`config.mk`:
```
export PLATFORM = sky130hd
export DESIGN_NAME = dp_share_arbiter_flat
export DESIGN_NICKNAME = d
export VERILOG_FILES = /design/src/rtl/dp_share_arbiter_pkg.sv /design/src/rtl/dp_share_arbiter_if.sv /design/src/rtl/dp_share_arbiter_rr_pick.sv /design/src/rtl/dp_share_arbiter.sv /design/src/flat_wrapper.sv
export SDC_FILE = /design/constraint.sdc
export NUM_CORES = 2
export LEC_CHECK = 0
export ABC_AREA = 1
export CELL_PAD_IN_SITES_DETAIL_PLACEMENT = 0
export CELL_PAD_IN_SITES_GLOBAL_PLACEMENT = 1
export CORE_AREA = 3 3 693 695
export DETAILED_ROUTE_END_ITERATION = 16
export DIE_AREA = 0 0 696 698
export PLACE_DENSITY_LB_ADDON = 0.1
export SETUP_SLACK_MARGIN = 0.15
export SLEW_MARGIN = 20
export SYNTH_ARGS = -nofsm -noshare
export SYNTH_HDL_FRONTEND = slang
export SYNTH_HIERARCHICAL = 1
export SYNTH_SLANG_ARGS = --single-unit
```
`constraint.sdc`:
```
create_clock -name clk -period 3.7 [get_ports clk]
set_input_delay 0.74 -clock clk [delete_from_list [all_inputs] [get_ports clk]]
set_output_delay 0.74 -clock clk [all_outputs]
set_load 0.05 [all_outputs]
```
`src/rtl/dp_share_arbiter_pkg.sv`:
```
// Shared types, widths and the response signature fold for the datapath share arbiter.
package dp_share_pkg;

  localparam int unsigned DP_IN_W    = 41;
  localparam int unsigned DP_OUT_W   = 769;
  localparam int unsigned SIG_W      = 16;
  localparam int unsigned SIG_SLICES = (DP_OUT_W + SIG_W - 1) / SIG_W;
  localparam int unsigned SIG_PAD_W  = SIG_SLICES * SIG_W;

  typedef enum logic [1:0] {
    IDLE,
    APPLY,
    RESP
  } dp_share_state_t;

  // XOR of all SIG_W-bit slices of y; the top slice is zero-padded.
  function automatic logic [SIG_W-1:0] sig_fold(input logic [DP_OUT_W-1:0] y);
    logic [SIG_PAD_W-1:0] p;
    logic [SIG_W-1:0]     s;
    p = SIG_PAD_W'(y);
    s = '0;
    for (int i = 0; i < int'(SIG_SLICES); i++) begin
      s = s ^ p[i*SIG_W +: SIG_W];
    end
    return s;
  endfunction

endpackage

```
`src/rtl/dp_share_arbiter_if.sv`:
```
// Requester, datapath and response signals around the datapath share arbiter.
interface dp_share_if
  import dp_share_pkg::*;
#(
  parameter int unsigned NREQ  = 4,
  parameter int unsigned IN_W  = DP_IN_W,
  parameter int unsigned OUT_W = DP_OUT_W
);
  localparam int unsigned IDW = $clog2(NREQ);

  logic [NREQ-1:0]      req_valid;
  logic [NREQ*IN_W-1:0] req_data;
  logic [NREQ-1:0]      req_ready;
  logic [IN_W-1:0]      dp_in;
  logic [OUT_W-1:0]     dp_out;
  logic                 rsp_valid;
  logic                 rsp_ready;
  logic [IDW-1:0]       rsp_id;
  logic [OUT_W-1:0]     rsp_data;
  logic [SIG_W-1:0]     rsp_sig;
  logic                 busy;

  // Requesters, datapath and response consumer side.
  modport master (
    output req_valid, req_data, dp_out, rsp_ready,
    input  req_ready, dp_in, rsp_valid, rsp_id, rsp_data, rsp_sig, busy
  );

  // Arbiter side.
  modport slave (
    input  req_valid, req_data, dp_out, rsp_ready,
    output req_ready, dp_in, rsp_valid, rsp_id, rsp_data, rsp_sig, busy
  );

endinterface

```
`src/rtl/dp_share_arbiter_rr_pick.sv`:
```
// Combinational round-robin selector: first set request searching upward from ptr, modulo NREQ.
module rr_pick #(
  parameter  int unsigned NREQ = 4,
  localparam int unsigned IW   = $clog2(NREQ)
) (
  input  logic [NREQ-1:0] req_i,
  input  logic [IW-1:0]   ptr_i,
  output logic [NREQ-1:0] gnt_o,
  output logic [IW-1:0]   idx_o
);

  logic [IW-1:0] k;

  // Scan from farthest to nearest so the request closest to ptr wins.
  always_comb begin
    gnt_o = '0;
    idx_o = '0;
    k     = '0;
    for (int i = int'(NREQ) - 1; i >= 0; i--) begin
      k = IW'((int'(ptr_i) + i) % int'(NREQ));
      if (req_i[k]) begin
        gnt_o    = '0;
        gnt_o[k] = 1'b1;
        idx_o    = k;
      end
    end
  end

endmodule

```
`src/rtl/dp_share_arbiter.sv`:
```
// Time-shares one datapath between NREQ requesters: round-robin accept, settle, capture, respond.
// Optional feature: DP_SHARE_SIG_EN registers an XOR-fold signature of the captured response.
module dp_share_arbiter
  import dp_share_pkg::*;
#(
  parameter int unsigned NREQ   = 4,
  parameter int unsigned IN_W   = DP_IN_W,
  parameter int unsigned OUT_W  = DP_OUT_W,
  parameter int unsigned SETTLE = 3
) (
  input logic      clk,
  input logic      rst,
  dp_share_if.slave bus
);

  localparam int unsigned IDW = $clog2(NREQ);

  dp_share_state_t  state_q, state_d;
  logic [IDW-1:0]   ptr_q, ptr_d;
  logic [IDW-1:0]   id_q, id_d;
  logic [7:0]       cnt_q, cnt_d;
  logic [IN_W-1:0]  dp_in_q, dp_in_d;
  logic             rsp_valid_q, rsp_valid_d;
  logic [IDW-1:0]   rsp_id_q, rsp_id_d;
  logic [OUT_W-1:0] rsp_data_q, rsp_data_d;

  logic [NREQ-1:0]  gnt;
  logic [IDW-1:0]   gnt_idx;
  logic [NREQ-1:0]  req_ready_c;
  logic             accept_c;
  logic             capture_c;

  rr_pick #(.NREQ(NREQ)) u_pick (
    .req_i (bus.req_valid),
    .ptr_i (ptr_q),
    .gnt_o (gnt),
    .idx_o (gnt_idx)
  );

  assign req_ready_c = (state_q == IDLE && !rst) ? gnt : '0;
  assign accept_c    = |req_ready_c;
  assign capture_c   = (state_q == APPLY) && (cnt_q == 8'd0);

  // Next-state and datapath/response register updates.
  always_comb begin
    state_d     = state_q;
    ptr_d       = ptr_q;
    id_d        = id_q;
    cnt_d       = cnt_q;
    dp_in_d     = dp_in_q;
    rsp_valid_d = rsp_valid_q;
    rsp_id_d    = rsp_id_q;
    rsp_data_d  = rsp_data_q;
    case (state_q)
      IDLE: begin
        if (accept_c) begin
          dp_in_d = bus.req_data[gnt_idx*IN_W +: IN_W];
          id_d    = gnt_idx;
          ptr_d   = (gnt_idx == IDW'(NREQ - 1)) ? '0 : gnt_idx + 1'b1;
          cnt_d   = 8'(SETTLE - 1);
          state_d = APPLY;
        end
      end
      APPLY: begin
        if (capture_c) begin
          rsp_data_d  = bus.dp_out;
          rsp_id_d    = id_q;
          rsp_valid_d = 1'b1;
          state_d     = RESP;
        end else begin
          cnt_d = cnt_q - 8'd1;
        end
      end
      RESP: begin
        if (bus.rsp_ready) begin
          rsp_valid_d = 1'b0;
          state_d     = IDLE;
        end
      end
      default: state_d = IDLE;
    endcase
  end

  always_ff @(posedge clk) begin
    if (rst) begin
      state_q     <= IDLE;
      ptr_q       <= '0;
      id_q        <= '0;
      cnt_q       <= '0;
      dp_in_q     <= '0;
      rsp_valid_q <= 1'b0;
      rsp_id_q    <= '0;
      rsp_data_q  <= '0;
    end else begin
      state_q     <= state_d;
      ptr_q       <= ptr_d;
      id_q        <= id_d;
      cnt_q       <= cnt_d;
      dp_in_q     <= dp_in_d;
      rsp_valid_q <= rsp_valid_d;
      rsp_id_q    <= rsp_id_d;
      rsp_data_q  <= rsp_data_d;
    end
  end

`ifdef DP_SHARE_SIG_EN
  logic [SIG_W-1:0] rsp_sig_q, rsp_sig_d;

  assign rsp_sig_d = capture_c ? sig_fold(DP_OUT_W'(bus.dp_out)) : rsp_sig_q;

  always_ff @(posedge clk) begin
    if (rst) rsp_sig_q <= '0;
    else     rsp_sig_q <= rsp_sig_d;
  end

  assign bus.rsp_sig = rsp_sig_q;
`else
  assign bus.rsp_sig = '0;
`endif

  assign bus.req_ready = req_ready_c;
  assign bus.dp_in     = dp_in_q;
  assign bus.rsp_valid = rsp_valid_q;
  assign bus.rsp_id    = rsp_id_q;
  assign bus.rsp_data  = rsp_data_q;
  assign bus.busy      = (state_q != IDLE);

endmodule

```
`src/flat_wrapper.sv`:
```
// flat-port wrapper written by rule: the top's interface ports become plain ports
module dp_share_arbiter_flat import dp_share_pkg::*;
#(
  parameter int unsigned NREQ   = 4,
  parameter int unsigned IN_W   = DP_IN_W,
  parameter int unsigned OUT_W  = DP_OUT_W,
  parameter int unsigned SETTLE = 3
)
  (clk, rst, bus_req_valid, bus_req_data, bus_dp_out, bus_rsp_ready, bus_req_ready, bus_dp_in, bus_rsp_valid, bus_rsp_id, bus_rsp_data, bus_rsp_sig, bus_busy);
  dp_share_if #(.NREQ(NREQ), .IN_W(IN_W), .OUT_W(OUT_W)) bus_i ();
  input logic clk;
  input logic rst;
  input wire logic [$bits(bus_i.req_valid)-1:0] bus_req_valid;
  input wire logic [$bits(bus_i.req_data)-1:0] bus_req_data;
  input wire logic [$bits(bus_i.dp_out)-1:0] bus_dp_out;
  input wire logic [$bits(bus_i.rsp_ready)-1:0] bus_rsp_ready;
  output wire logic [$bits(bus_i.req_ready)-1:0] bus_req_ready;
  output wire logic [$bits(bus_i.dp_in)-1:0] bus_dp_in;
  output wire logic [$bits(bus_i.rsp_valid)-1:0] bus_rsp_valid;
  output wire logic [$bits(bus_i.rsp_id)-1:0] bus_rsp_id;
  output wire logic [$bits(bus_i.rsp_data)-1:0] bus_rsp_data;
  output wire logic [$bits(bus_i.rsp_sig)-1:0] bus_rsp_sig;
  output wire logic [$bits(bus_i.busy)-1:0] bus_busy;
  assign bus_i.req_valid = bus_req_valid;
  assign bus_i.req_data = bus_req_data;
  assign bus_i.dp_out = bus_dp_out;
  assign bus_i.rsp_ready = bus_rsp_ready;
  assign bus_req_ready = bus_i.req_ready;
  assign bus_dp_in = bus_i.dp_in;
  assign bus_rsp_valid = bus_i.rsp_valid;
  assign bus_rsp_id = bus_i.rsp_id;
  assign bus_rsp_data = bus_i.rsp_data;
  assign bus_rsp_sig = bus_i.rsp_sig;
  assign bus_busy = bus_i.busy;
  dp_share_arbiter #(.NREQ(NREQ), .IN_W(IN_W), .OUT_W(OUT_W), .SETTLE(SETTLE)) u_core (.clk(clk), .rst(rst), .bus(bus_i));
endmodule
```
==> qor.txt <==
======================================================================================================
Antenna Violating Nets Remaining                                                                     0
Root buffer cell                                                                             clkbuf_16
CP Capture Type                                                                             output pin
Final number of max-transition violations                                                            0
Synth top area cells                                                                      dfxtp_1 (52%), nand3_1 (13%), a21oi_1 (12%)
Share of the clock period used by the worst path                                                 0.903
DP Cell Count                                                                                    11900
Clock transition at the register clock pins on the worst setup and hold paths after CTS        0.06 ns
First-pass DRT Iterations                                                                            7
CP Cell Sequence                                                                          clkinv_8 -> ha_4 -> inv_2 -> nand3_2 -> nand2_4 -> inv_4 -> nand2_1 -> nor2_1 -> nor2_1 -> nor2_1 -> nand3_1 -> inv_1 -> buf_12
Share of the synthesized area in compound gates (AO/OA/AOI/OAI)                                  0.151
Global-route wire length before repair                                                    425000 microns
Maximum clock frequency                                                                      0.299 GHz
Clock tree from TritonCTS                                                                        built
Total I/O pin count                                                                               1774
Pin count of the biggest net entering global routing                                               144
Register area share after synthesis                                                              0.523
Core Rows                                                                                          253
Syn Std Cell Area                                                                          31700 sq um
Hold_buf cts                                                                                         0
Endpoint arrival time on the critical path                                                     2.60 ns
Worst supply voltage drop on vdd                                                              0.507 mV
Layout Area Growth over Synthesis                                                                94.4%
Final hold violation count                                                                           0
Required time of the critical path                                                             2.96 ns
H-Tree Depth                                                                                         4
Detailed placer's ending HPWL                                                             270000 microns
DRC Markers                                                                                          0
Top-area cell type share of the netlist area                                                     0.523
Overall via count from detail_route                                                              37000
Crit path max fanout                                                                                 8
Die area                                                                                  486000 sq um
Yosys warning total                                                                                  6
Core ar.                                                                                  475000 sq um
Outcome                                                                                      completed
Dominant combinational cell family by area after synthesis                                simple AND/OR/NAND/NOR gates
Combined global-route utilization of all metal layers                                            0.132
Layout net count                                                                                  6720
Slowest cell delay on critical path                                                            0.38 ns
Effective utilization at floorplan                                                              0.0668
Clock latency reported for the late side of the worst-skew pair                                0.84 ns
Final critical-path required period                                                            3.34 ns
Combined buffer and inverter count along the critical path                                           5
First DRT Iteration DRCs                                                                          1691
Number of buffers on the longest clock path                                                          4
Slew Limit Headroom                                                                              0.332
Avg Cell Area, Syn                                                                          7.71 sq um
Final wirelength                                                                          335000 microns
Area share of fa/ha/maj cells after synthesis                                                  0.00434
Max Clock Skew                                                                               0.0466 ns
CP Class                                                                                  flip-flop to output pin
Routed wire length per instance                                                           27.6 microns
Share of synthesized area spent on multiplexers                                                      0
Number of distinct library cell variants in the gate-level netlist after synthesis                  31
Number of max-cap violations                                                                         0
Share of cells above drive strength 1                                                           0.0694
Number of register bits inferred by synthesis                                                      827
Number of antenna violations at the first check in global routing                                  214
Total number of clock tree sinks                                                                   827
Synth Area in XOR/XNOR                                                                               0
Power density of the placed cells                                                          797 nW/um^2
Static leakage power                                                                           19.3 nW
Total gr overflow                                                                                    0
Top cell by count, worst path                                                                   nor2_1
Transition time of the tightest slew-check pin                                                0.999 ns
Total of endpoints with negative setup slack in the final report                                     0
Total clock buffers created by CTS                                                                 142
Cell at the slowest stage of the critical path                                                 dfxtp_4
Final GP Congestion                                                                              0.834
Post-Layout Cell Count                                                                           12200
Top cell family by delay on the critical path                                             simple AND/OR/NAND/NOR gates
Critical path launch point type                                                              flip-flop
RSZ-0062 raised after global routing                                                             false
Library cell occupying the most area in the post-synthesis netlist                             dfxtp_1
Vias in the first global route                                                                   38300
Area share of and/or/nand/nor cells after synthesis                                              0.258
Number of instances in the synthesized netlist                                                    4108
PortBufs                                                                                          1757
DR vias/cell                                                                                      3.05
Hold Path Class                                                                           input pin to flip-flop
Width of the die                                                                           696 microns
Final sum of negative setup slack                                                                 0 ns
Die extent in y                                                                            698 microns
======================================================================================================
[metal layers]
metal / track usage / vias to the layer above / wire [microns]
met5: 0 / - / 1180
met4: 0.0278 / 178 / 7950
met3: 0.0553 / 502 / 30800
met2: 0.258 / 1337 / 182000
met1: 0.127 / 17800 / 113000
li1: - / 17300 / -
[logic make-up after synthesis]
kind of cell               Yosys count
buffers and inverters              431
other                                1
and+or+nand+nor                   1882
DFF                                827
AOI/OAI and AO/OA                  956
adders and majority gates           11
[flip-flops by register name, summed over array words and instances (netlist names)]
register,count
u_core/bus.dp_in,41
u_core/bus.rsp_data,769
u_core/bus.rsp_id,2
u_core/bus.rsp_valid,1
u_core/cnt_q,8
u_core/id_q,2
u_core/ptr_q,2
u_core/state_q,2
[layout make-up]
class                           instances  area (sq um)
Fill cell                           54300        413000
Timing Repair Buffer                 1900         19300
Tap cell                             6247          7820
Sequential cell                       827         16600
Inverter                               33           141
Multi-Input combinational cell       2865         13200
Antenna cell                           39          97.6
Clock inverter                         32           373
Clock buffer                          210          4100
[final timing paths]
| kind | startpoint | to | slack, ns | depth (start not counted) |
|---|---|---|---|---|
| max | u_core/ptr_q[0]$_SDFFE_PP0P_ | bus_req_ready[3] | 0.36 | 13 |
| min | rst | u_core/bus.rsp_data[767]$_SDFFE_PP0P_ | 0.30 | 2 |
| max reg2reg | u_core/cnt_q[0]$_SDFFE_PP0P_ | u_core/bus.rsp_data[756]$_SDFFE_PP0P_ | 0.76 | 8 |
| min reg2reg | u_core/bus.rsp_data[4]$_SDFFE_PP0P_ | u_core/bus.rsp_data[4]$_SDFFE_PP0P_ | 0.46 | 2 |
[per-stage QoR]
stage	power, W	area [sq um]	worst slack [ns]	util	hold WS [ns]
after floorplan	0.0247	31700	0.995	-	0.456
after global placement	0.0367	56900	0.289	0.120	0.447
after detailed placement	0.0365	56900	0.349	0.120	0.451
after CTS	0.0510	61400	0.155	0.129	0.162
after global routing	0.0522	61500	0.130	0.130	0.228
final	0.0491	61600	0.358	0.130	0.301
[cells in the final DEF (no fill, tap or decap), types with 16 or more instances in the layout]
| master | instances |
|---|---|
| clkbuf_16 | 146 |
| clkbuf_8 | 21 |
| diode_2 | 39 |
| inv_1 | 21 |
| o21ai_0 | 150 |
| clkbuf_1 | 43 |
| buf_4 | 116 |
| dfxtp_1 | 825 |
| o21ai_1 | 20 |
| a21oi_1 | 783 |
| nor2_1 | 244 |
| buf_12 | 54 |
| nand2_1 | 814 |
| clkinv_2 | 19 |
| nand3_1 | 798 |
| conb_1 | 16 |
| clkdlybuf4s50_1 | 1729 |
[power by group]
group	total, W	internal, W	leakage [nW]	switching, W
logic	0.0239	0.00702	10.4	0.0169
registers	0.0116	0.0105	6.71	0.00106
clock network	0.0137	0.00802	2.20	0.00564
[cells in the mapped netlist, drive strengths merged]
master and instances:
clkbuf 169, clkinv 1, nor2 250, conb 1
nor3 1, nor3b 1, inv 32, ha 11
buf 229, dfxtp 827, nand3 802, a21oi 783
or2 2, nand3b 1, o21ai 173, nand2 823
nand4 2
[what timing repair did]
action / in CTS / in global routing
buffers inserted: 0 / 4
pin swaps: 0 / 7
setup endpoints to repair: 4 / 4
gates resized for setup: 3 / 10
[worst reg2reg max path: cells and delay by family, from the launching register on]
| kind | cells | cell delay (ns) |
|---|---|---|
| AOI/OAI and AO/OA | 1 | 0.24 |
| buffers and inverters | 3 | 0.86 |
| adders and majority gates | 1 | 0.21 |
| DFF | 1 | 0.31 |
| and+or+nand+nor | 3 | 1.27 |
No activity file was read; power rests on OpenSTA's default activity.
